File: src/rtl/rgb_pwm_pkg.sv
// Shared widths and constants for the RGB PWM transmit path.
package rgb_pwm_pkg;
    localparam int DUTY_W = 8;
    localparam logic [DUTY_W-1:0] PERIOD_LAST = 8'd254;
    typedef logic [DUTY_W-1:0] duty_t;
endpackage

File: src/rtl/pwm_channel.sv
// One colour channel: double-buffered duty register, compare and output flop.
module pwm_channel
    import rgb_pwm_pkg::*;
(
    input  logic  clock,
    input  logic  reset,
    input  logic  tick,
    input  logic  wrap,
    input  logic  apply,
    input  logic  capture,
    input  logic  enable,
    input  duty_t count,
    input  duty_t duty_in,
    output logic  pwm_out
);
    duty_t active_q, active_d;
    duty_t pending_q, pending_d;
    logic  pwm_q, pwm_d;

    // apply only means a value is waiting; it lands on the wrap tick or while idle
    always_comb begin
        active_d  = active_q;
        pending_d = pending_q;
        if (apply && ((tick && wrap) || !enable)) active_d = pending_q;
        if (capture) pending_d = duty_in;
        pwm_d = enable && (count < active_q);
    end

    always_ff @(posedge clock or negedge reset) begin
        if (!reset) begin
            active_q  <= '0;
            pending_q <= '0;
            pwm_q     <= 1'b0;
        end else begin
            active_q  <= active_d;
            pending_q <= pending_d;
            pwm_q     <= pwm_d;
        end
    end

    assign pwm_out = pwm_q;
endmodule

File: src/rtl/rgb_pwm_generator.sv
// Three-channel PWM generator: prescaler, 255-tick period counter and load handshake.
module rgb_pwm_generator
    import rgb_pwm_pkg::*;
#(
    parameter int CLK_DIV = 4
) (
    input  logic  clock,
    input  logic  reset,
    input  logic  enable,
    input  logic  load,
    output logic  load_ready,
    input  duty_t red_duty,
    input  duty_t green_duty,
    input  duty_t blue_duty,
    output logic  rgb_red,
    output logic  rgb_green,
    output logic  rgb_blue,
    output logic  period_start
);
    localparam logic [15:0] PRE_LAST = 16'(CLK_DIV - 1);

    logic [15:0] presc_q, presc_d;
    duty_t       count_q, count_d;
    logic        pending_valid_q, pending_valid_d;
    logic        period_start_q, period_start_d;
    logic        tick, at_last, accept, apply_now;
    duty_t [2:0] duty_in;
    logic  [2:0] pwm;

    assign tick      = enable && (presc_q == PRE_LAST);
    assign at_last   = (count_q == PERIOD_LAST);
    assign accept    = load && !pending_valid_q;
    assign apply_now = pending_valid_q && ((tick && at_last) || !enable);

    always_comb begin
        presc_d = '0;
        count_d = '0;
        if (enable) begin
            presc_d = tick ? 16'd0 : presc_q + 16'd1;
            count_d = count_q;
            if (tick) count_d = at_last ? 8'd0 : count_q + 8'd1;
        end
        // accept and apply_now are exclusive: one needs the flag clear, the other set
        pending_valid_d = pending_valid_q;
        if (apply_now) pending_valid_d = 1'b0;
        if (accept)    pending_valid_d = 1'b1;
        period_start_d = enable && (count_q == '0) && (presc_q == '0);
    end

    always_ff @(posedge clock or negedge reset) begin
        if (!reset) begin
            presc_q         <= '0;
            count_q         <= '0;
            pending_valid_q <= 1'b0;
            period_start_q  <= 1'b0;
        end else begin
            presc_q         <= presc_d;
            count_q         <= count_d;
            pending_valid_q <= pending_valid_d;
            period_start_q  <= period_start_d;
        end
    end

    assign duty_in = {blue_duty, green_duty, red_duty};

    for (genvar c = 0; c < 3; c++) begin : g_ch
        pwm_channel u_ch (
            .clock   (clock),
            .reset   (reset),
            .tick    (tick),
            .wrap    (at_last),
            .apply   (pending_valid_q),
            .capture (accept),
            .enable  (enable),
            .count   (count_q),
            .duty_in (duty_in[c]),
            .pwm_out (pwm[c])
        );
    end

    assign rgb_red      = pwm[0];
    assign rgb_green    = pwm[1];
    assign rgb_blue     = pwm[2];
    assign period_start = period_start_q;
    assign load_ready   = !pending_valid_q;
endmodule

File: config.mk
export PLATFORM = sky130hd
export DESIGN_NAME = rgb_pwm_generator
export DESIGN_NICKNAME = d
export VERILOG_FILES = /design/src/rtl/rgb_pwm_pkg.sv /design/src/rtl/pwm_channel.sv /design/src/rtl/rgb_pwm_generator.sv
export SDC_FILE = /design/constraint.sdc
export NUM_CORES = 1
export LEC_CHECK = 0
export BUFFER_PORTS_ARGS = -buffer_cell sky130_fd_sc_hd__buf_2
export CAP_MARGIN = 20
export CORE_ASPECT_RATIO = 1.4
export CORE_UTILIZATION = 35
export CTS_CLUSTER_SIZE = 25
export DETAILED_ROUTE_END_ITERATION = 8
export GPL_ROUTABILITY_DRIVEN = 0
export PLACE_DENSITY = 0.59
export SLEW_MARGIN = 30
export SYNTH_ARGS = -nofsm -noshare
export SYNTH_HDL_FRONTEND = slang
export SYNTH_SLANG_ARGS = --single-unit
File: constraint.sdc
create_clock -name clock -period 2.88 [get_ports clock]
set_clock_uncertainty 0.05 [all_clocks]
set_input_delay 0.576 -clock clock [delete_from_list [all_inputs] [get_ports clock]]
set_output_delay 0.576 -clock clock [all_outputs]
set_load 0.02 [all_outputs]
==> results.json <==
{
  "ant_nets": 0,
  "powerDensity_nw_per_um2": 639,
  "die_area_um2": 12700,
  "synth_edf_count": 0,
  "finalInstanceArea_um2": 4880,
  "via_count": 3260,
  "crit_start": "presc_q[0]",
  "status": "finished clean",
  "fmax_ghz": 0.474,
  "worstSetupPathType": "reg2reg",
  "h-tree-depth": 3,
  "max_slew_margin_pct": 50.7,
  "die_w_um": 95.7,
  "synthAdderAreaFrac_pct": 7.56,
  "synth-simple-area-share_pct": 20.3,
  "yosys_warnings": 0,
  "cts_root_buf": "clkbuf_16",
  "drive_above_1_share_pct": 24.4,
  "drtIter0Drc": 180,
  "maxCapViolCount": 0,
  "cts_resized": 0,
  "clk_pin_slew_ns": 0.05,
  "finalMaxSlewViolations": 0,
  "finalSetupViolCount": 0,
  "hold_class": "in2async",
  "core.rowCount": 47,
  "setup_ws_ns": 0.769,
  "core_area_um2": 11900,
  "post_dp_cell_area_um2": 4590,
  "drt-pass1-iter-count": 4,
  "wire_per_inst_um": 15.3,
  "start_kind": "flop",
  "syn_inst": 424,
  "vias_per_cell": 5.42,
  "first_global_vias": 3400,
  "insertion_delay_ns": 0.33,
  "synth_async_sr_flop_share_pct": 100,
  "synthTopCellsByCount": "dfrtp_1 (77), nand2_1 (44), nand3_1 (33), nand4_1 (32), inv_1 (30)",
  "vdd_ir_drop_max_mv": 0.458,
  "cts_setup_buffers": 0,
  "synth_compound_area_share_pct": 12.3,
  "drcViolationCount": 0,
  "synth_top_family_by_area": "simple AND/OR/NAND/NOR gates",
  "final-hold-violation-count": 0,
  "whs_ns": 0.186,
  "antenna_cells": 0,
  "grt_usage_pct": 16.7,
  "portBuffers": 32,
  "period_needed_ns": 2.11,
  "yosys.area.top_type": "dfrtp_1",
  "syn_nets": 478,
  "path_cells": "ha_1 > nor3b_1 > nand4_1 > buf_4 > nand2_1 > nor2_1",
  "syn-cell-area_um2": 4300,
  "ys_seq_area_share_pct": 44.8,
  "cp_max_fo": 33,
  "syn_to_final_growth_pct": 13.4,
  "slowest_delay_ns": 0.42,
  "cts_max_path_buffers": 2,
  "finalCritPeriodShare_pct": 73.3,
  "setup_tns_ns": 0,
  "grt_pass1_wl_um": 16600,
  "worst_path_max_delay_cell": "dfrtp_1",
  "io_pins": 33,
  "routed_wl_um": 9200,
  "crit_path_end_kind": "flop",
  "grt_start_max_net_pins": 78,
  "r2r_cells": 6,
  "start_util_pct": 36.2,
  "synth_seq_cells": 77,
  "cts_buffers": 9,
  "synthFlopType": "dfrtp_1",
  "reg2reg_from": "presc_q[0]",
  "synth_xor_area_share_pct": 2.85,
  "synth.area.top_cells": "dfrtp_1 (45%), ha_1 (7.6%), mux2_2 (6.3%)",
  "synth.distinct_cells": 45,
  "holdBufCountCts": 0,
  "worst_slew_pin_slew_ns": 0.740,
  "rsz0062_at_grt": "false",
  "fin_nets": 505,
  "grt-ovfl-total": 0,
  "cp.arrival_ns": 2.32,
  "cts.sinks": 77,
  "leakage_nw": 2.15,
  "synthMostInstantiatedCell": "dfrtp_1",
  "die_h_um": 133,
  "antenna_found_initial": 0,
  "dpl.hpwl_um": 6350,
  "syn_area_per_cell_um2": 10.1,
  "post-place-ws_ns": 0.746,
  "cts_tree": "done",
  "synth_top_area_share_pct": 44.8,
  "critPathRequiredTime_ns": 3.09,
  "muxShareOfSynthArea_pct": 6.28
}
-- kinds of logic after synthesis --
kind of cell    count (synthesis)
mux                            24
simple gates                  166
buf+inv                        57
xor+xnor                       14
fa+ha+maj                      26
compound gates                 60
flops                          77
-- critical path, delay by kind of cell (launching register included) --
| kind | cells | cell delay, ns |
|---|---|---|
| adder cells (fa/ha/maj) | 1 | 0.26 |
| flip-flops | 1 | 0.42 |
| buffers and inverters | 1 | 0.41 |
| AND/OR/NAND/NOR | 4 | 0.88 |
-- area by class of cell --
type,instances,area (µm²)
Fill cell,1178,7000
Multi-Input combinational cell,290,2120
Sequential cell,77,1930
Clock buffer,13,280
Timing Repair Buffer,43,249
Tap cell,147,184
Inverter,30,113
Clock inverter,1,5.00
-- metal layers --
metal  up-vias  track usage (%)  wire length (µm)
li1       1583                -                 -
met1      1615             20.9              4040
met2        48             28.2              4710
met3        14             2.63               234
met4         0             7.21               220
met5         -                0                 0
-- placed cells by master, fill, tap and decap left out, types with 2 or more instances in the layout --
master,instances
ha_1,26
o32ai_2,2
a31o_2,2
mux2_2,24
clkbuf_16,9
dfrtp_1,77
nor4_1,5
nand4_1,32
o211ai_1,4
nor2_1,24
a211oi_1,2
and3_1,2
nor4b_1,4
and4_1,3
o311ai_0,2
nand3_1,33
inv_1,30
xnor2_1,9
nand2_1,44
a21oi_1,8
buf_4,11
nand2b_1,4
xor2_1,5
nor2b_1,2
a21o_1,2
buf_2,31
o211ai_2,20
nor3_1,2
nor4_2,3
o21ai_0,12
clkbuf_8,4
-- flip-flops by register name, summed over array words and instances (netlist names) --
| name | flops |
|---|---|
| g_ch.u_ch.active_q | 24 |
| g_ch.u_ch.pending_q | 24 |
| presc_q | 16 |
| count_q | 8 |
| g_ch.u_ch.pwm_out | 3 |
| pending_valid_q | 1 |
| period_start | 1 |
-- where the power goes --
group,internal (mW),total [mW],leakage [nW],switching (mW)
Sequential,1.29,1.44,0.966,0.148
Combinational,0.286,0.607,1.04,0.321
Clock,0.666,1.07,0.144,0.405
-- path summary, 6_finish.rpt --
path                            slack, ns                        end
worst max-delay path                 0.77                 presc_q[8]
worst min-delay path                 0.19                 count_q[7]
worst max register to register       0.77                 presc_q[8]
worst min register to register       0.46   g_ch[0].u_ch.active_q[5]
max in group asynchronous            2.03                 count_q[6]
min in group clock                   0.42  g_ch[0].u_ch.pending_q[7]
-- per-stage QoR --
step	utilization [%]	std cells	power, mW
CTS	41.0	601	3.16
global route	41.1	601	3.31
finish	41.1	601	3.12
detailed placement	38.6	587	2.08
global placement	38.6	587	2.06
floorplan	-	424	1.88
No activity file was read; power rests on OpenSTA's default activity.
